## config.mk

```make
export PLATFORM = sky130hd
export DESIGN_NAME = regfile_mp
export DESIGN_NICKNAME = d
export VERILOG_FILES = /design/src/rtl/regfile_mp.sv
export SDC_FILE = /design/constraint.sdc
export NUM_CORES = 2
export LEC_CHECK = 0
export ABC_AREA = 1
export CORE_ASPECT_RATIO = 0.5
export CORE_MARGIN = 2
export CORE_UTILIZATION = 50
export CTS_BUF_LIST = sky130_fd_sc_hd__clkbuf_8 sky130_fd_sc_hd__clkbuf_16
export CTS_CLUSTER_SIZE = 8
export DETAILED_ROUTE_END_ITERATION = 10
export PLACE_DENSITY_LB_ADDON = 0.08
export SYNTH_ARGS = -nofsm -noshare
export SYNTH_HDL_FRONTEND = slang
export SYNTH_SLANG_ARGS = --single-unit
```

## constraint.sdc

```tcl
create_clock -name clk -period 7.5 [get_ports clk]
set_input_delay 2.25 -clock clk [delete_from_list [all_inputs] [get_ports clk]]
set_output_delay 2.25 -clock clk [all_outputs]
set_load 0.05 [all_outputs]
```

## src/rtl/regfile_mp.sv

```systemverilog
// Multi-port register file with fixed-priority writes, optional zero register and busy scoreboard.
// Define REGFILE_BYPASS_EN to forward same-cycle write data onto the read ports.
module regfile_mp #(
    parameter int W_DATA   = 32,
    parameter int N_REGS   = 32,
    parameter int N_RD     = 2,
    parameter int N_WR     = 1,
    parameter int ZERO_REG = 1,
    localparam int W_ADDR  = $clog2(N_REGS)
) (
    input  logic                     clk,
    input  logic                     rst,
    input  logic [N_WR-1:0]          wren,
    input  logic [N_WR*W_ADDR-1:0]   wa,
    input  logic [N_WR*W_DATA-1:0]   wd,
    input  logic [N_RD*W_ADDR-1:0]   ra,
    output logic [N_RD*W_DATA-1:0]   rd,
    output logic [N_RD-1:0]          rd_busy,
    input  logic                     rsv_en,
    input  logic [W_ADDR-1:0]        rsv_a,
    output logic                     rsv_ready,
    output logic [W_ADDR:0]          busy_cnt
);

    genvar gi;

    logic [W_DATA-1:0] rf_reg [N_REGS];
    logic [N_REGS-1:0] sb_reg;
    logic [N_REGS-1:0] sb_next;
    logic [W_ADDR:0]   busy_cnt_reg;
    logic [W_ADDR:0]   busy_cnt_next;

    logic [W_ADDR-1:0] wa_arr [N_WR];
    logic [W_DATA-1:0] wd_arr [N_WR];
    logic [N_WR-1:0]   wr_ok;

    logic rsv_zero;
    logic rsv_set;

    // Unpack write ports; writes to a hardwired zero register are discarded here.
    for (gi = 0; gi < N_WR; gi++) begin : g_wr
        assign wa_arr[gi] = wa[gi*W_ADDR +: W_ADDR];
        assign wd_arr[gi] = wd[gi*W_DATA +: W_DATA];
        assign wr_ok[gi]  = wren[gi] && !((ZERO_REG != 0) && (wa_arr[gi] == '0));
    end

    assign rsv_zero  = (ZERO_REG != 0) && (rsv_a == '0);
    assign rsv_ready = rsv_zero || !sb_reg[rsv_a];
    assign rsv_set   = rsv_en && rsv_ready && !rsv_zero;

    // Later ports are applied last, so the highest-numbered port wins a collision.
    always_ff @(posedge clk) begin
        if (rst) begin
            for (int r = 0; r < N_REGS; r++) begin
                rf_reg[r] <= '0;
            end
        end else begin
            for (int k = 0; k < N_WR; k++) begin
                if (wr_ok[k]) begin
                    rf_reg[wa_arr[k]] <= wd_arr[k];
                end
            end
        end
    end

    // Writeback clears busy first; a same-cycle reservation then re-marks it (new producer wins).
    always_comb begin
        sb_next = sb_reg;
        for (int k = 0; k < N_WR; k++) begin
            if (wr_ok[k]) begin
                sb_next[wa_arr[k]] = 1'b0;
            end
        end
        if (rsv_set) begin
            sb_next[rsv_a] = 1'b1;
        end
    end

    always_comb begin
        busy_cnt_next = '0;
        for (int r = 0; r < N_REGS; r++) begin
            busy_cnt_next = busy_cnt_next + (W_ADDR+1)'(sb_next[r]);
        end
    end

    always_ff @(posedge clk) begin
        if (rst) begin
            sb_reg       <= '0;
            busy_cnt_reg <= '0;
        end else begin
            sb_reg       <= sb_next;
            busy_cnt_reg <= busy_cnt_next;
        end
    end

    assign busy_cnt = busy_cnt_reg;

    for (gi = 0; gi < N_RD; gi++) begin : g_rd
        logic [W_ADDR-1:0] addr;
        logic [W_DATA-1:0] data;
        logic              busy;

        assign addr = ra[gi*W_ADDR +: W_ADDR];

        always_comb begin
            data = rf_reg[addr];
            busy = sb_reg[addr];
            if ((ZERO_REG != 0) && (addr == '0)) begin
                data = '0;
                busy = 1'b0;
            end
`ifdef REGFILE_BYPASS_EN
            // Ascending scan leaves the highest-numbered matching port in place.
            for (int k = 0; k < N_WR; k++) begin
                if (wr_ok[k] && (wa_arr[k] == addr)) begin
                    data = wd_arr[k];
                    busy = 1'b0;
                end
            end
`endif
        end

        assign rd[gi*W_DATA +: W_DATA] = data;
        assign rd_busy[gi]             = busy;
    end

endmodule

```

==> metrics.csv <==
stage;metric;value;unit
status;status;completed;
synthesis;FF+latch count, synth;1062;
clock_network;TritonCTS clock tree;done;
sta;Slew headroom;0.02513;
final_layout;final core utilization;0.5824;
final_layout;cell area after layout;0.06759;mm2
worst_hold_path;hold_sp;sb_reg[6];
final_layout;commonest non-fill, non-tap cell in the layout;nor2_1;
sta;crit path time final;7.321;ns
final_layout;most frequent cells in the layout;nor2_1, nand2_1, edfxtp_1, o21ai_0, nand3_1;
synthesis;area of the mapped netlist;0.05885;mm2
final_layout;max FFs per register;1024;
clock_network;clock sink count;1062;
critical_path;Worst EP required;8.14;ns
sta;FMAX;136.6;MHz
detailed_routing;First-pass DRT Iterations;7;
synthesis;multiplexer share of the synthesized area;0;
synthesis;Synth Area in Adders;0.009653;
die;die height;246.6;um
synthesis;Gate Count Post-Synth;7134;
die;number of placement rows;88;
placed_design;hpwl dp;154100;um
final_layout;area delta synth->final;14.85;%
detailed_routing;Final ANT Viol Nets;0;
pwr;cell area power density;240.4;mW/mm2
synthesis;syn avg cell area;8.249;um2
die;die area;0.1206;mm2
die;Core ar.;0.1161;mm2
synthesis;simple-gate area share of the yosys netlist;0.2594;
synthesis;Post-Synth XOR/XNOR Area;0;
detailed_routing;DRT iter0 DRCs;11610;
placed_design;Placed Area;0.06331;mm2
synthesis;Yosys cell types;36;
global_route;vias in the first global route;53600;
clock_network;cts bufs inserted;150;
critical_path;startpoint types;input port;
synthesis;post-synthesis compound-gate area fraction;0.1387;
global_route;Global Route Usage Sum;0.4281;
critical_path;Worst setup EP type;register;
clock_network;later-pin clock latency in the skew report;0.78;ns
synthesis;Seq/Total Area, Yosys;0.5355;
detailed_routing;vias per cell;6.614;
sta;setup TNS;0;ns
global_route;initial antenna violation count;10;
clock_network;Reg clk slew, reported paths;0.05;ns
detailed_routing;post-DR wirelength/cell;30.09;um
synthesis;Synth Warn #;0;
die;Die W;489.2;um
final_layout;layout cells sized above 1;0.1005;
critical_path;crit path DAT;7.96;ns
critical_path;CP startpoint;rsv_a[0];
sta;final hold viol count;0;
detailed_routing;Vias;57820;
die;starting density of the core;0.5071;
sta;final worst-path cycle share;0.9761;
sta;Max Clock Skew;0.02436;ns
detailed_routing;Routed WL;263100;um
placed_design;routability-driven placement congestion ratio;1.000;
run;max_cap viols;0;
die;I/O pin count;129;
final_layout;Nets;7229;
worst_hold_path;Worst Hold Class;reg2reg;
clock_network;H-Tree Depth;4;
critical_path;Setup CP Type;in2reg;
critical_path;RR Startpoint;sb_reg[10];
global_route;first-pass GRT wire length;372000;um
placed_design;number of port buffers;128;
sta;worst hold slack;0.6700;ns
clock_network;CTS Buffer Depth;3;
synthesis;main combinational cell family by area after synthesis;simple AND/OR/NAND/NOR gates;
clock_network;clk root buf;clkbuf_16;
sta;final setup fails;0;
sta;max-slew violation count;0;
pwr;total power;16250;uW
sta;Worst-Margin Slew;1.462;ns
global_route;GRT overflow;0;
global_route;pin count of the biggest net entering global routing;157;
critical_path;Critical Path Fanout Max;13;
final_layout;fillers;10190;
detailed_routing;DRC;0;
pwr;P_leak;0.02647;uW
pwr;Peak VDD IR;0.2514;mV
cells by family (layout without fill, tap and decap cells):
| family | count (synthesis) | after routing |
|---|---|---|
| AOI/OAI and AO/OA | 1388 | 1388 |
| adders and majority gates | 31 | 31 |
| buffers and inverters | 816 | 814 |
| DFF | 1062 | 1062 |
| other | 1 | 35 |
| and+or+nand+nor | 3836 | 3836 |
timing repair:
action | in CTS | in global routing
setup buffers | 5 | 8
pin swaps | 3 | 18
gates resized for setup | 2 | 41
gates cloned | 0 | 1
endpoints found under the setup margin | 4 | 5
hold buffers | 0 | 0
cells in the mapped netlist, drive strengths merged:
cell    instances  area share
or2             1     0.00011
buf           222       0.019
o31ai         130       0.017
dfxtp          38       0.013
conb            1    0.000064
o21ai         686       0.058
edfxtp       1024        0.52
clkinv          4     0.00026
clkbuf        454       0.029
nand2        1237       0.079
nor2         2061        0.13
o22ai          11      0.0012
fa             24      0.0082
nand4          40      0.0050
o211ai         67      0.0085
and2           12      0.0013
inv           136      0.0087
nor3            6     0.00051
ha              7      0.0015
o221ai        187       0.028
a21oi         306       0.026
nand3         479       0.041
o21bai          1     0.00013
final cells by class:
type	instances	area, um2	share of cell area
inverter	140	565.5	0.008368
timing repair buffer	501	5180	0.07664
multi-input combinational	5287	24310	0.3596
clock inverter	21	241.5	0.003573
tap	1575	1971	0.02916
antenna	3	7.507	0.0001111
sequential	1062	31510	0.4662
clock buffer	152	3804	0.05628
critical path, stage by stage:
cell	delay [ns]
buf_4	0.15
buf_12	0.14
buf_4	0.14
o21ai_0	0.17
nand2_1	0.07
nand2_1	0.13
nand2_1	0.07
nand2_1	0.11
nor2_4	0.05
buf_4	0.13
buf_4	0.14
buf_6	0.14
nand4_1	0.09
nand2_2	0.08
fa_1	0.53
fa_1	0.44
fa_1	0.54
inv_2	0.04
fa_1	0.56
fa_1	0.46
fa_1	0.53
ha_2	0.17
inv_1	0.05
fa_2	0.33
o21bai_1	0.17
a21oi_2	0.07
o21ai_1	0.13
a21oi_1	0.06
path summary, 6_finish.rpt:
path / end / slack (ns) / cells past startpoint
max: busy_cnt[4] / 0.18 / 28
min: sb_reg[6] / 0.67 / 2
max reg2reg: busy_cnt[4] / 1.53 / 26
min reg2reg: sb_reg[6] / 0.67 / 2
through the flow:
stage | std cells | setup WS [ns]
after floorplan | 7165 | 0.001852
after global placement | 8551 | -1.035
after detailed placement | 8551 | -1.054
after CTS | 8729 | 0.05574
after global routing | 8738 | -0.01765
final | 8741 | 0.1793
metal layers:
| layer | GRT usage | vias up | wire length [um] | part of all wire |
|---|---|---|---|---|
| met4 | 0.1790 | 6 | 11570 | 0.044 |
| met5 | 0 | - | 42 | 0.00016 |
| met1 | 0.6068 | 27460 | 101800 | 0.39 |
| met3 | 0.1576 | 857 | 45090 | 0.17 |
| li1 | - | 24290 | - | - |
| met2 | 0.5857 | 5209 | 104500 | 0.40 |
power breakdown:
part	leakage, uW	total [uW]	switching, uW	internal, uW
clock	0.00201	6270	2690	3580
combinational	0.0144	2930	2030	899
sequential	0.0101	7040	196	6850
total	0.0265	16200	4920	11300
(Power assumes the default switching activity.)
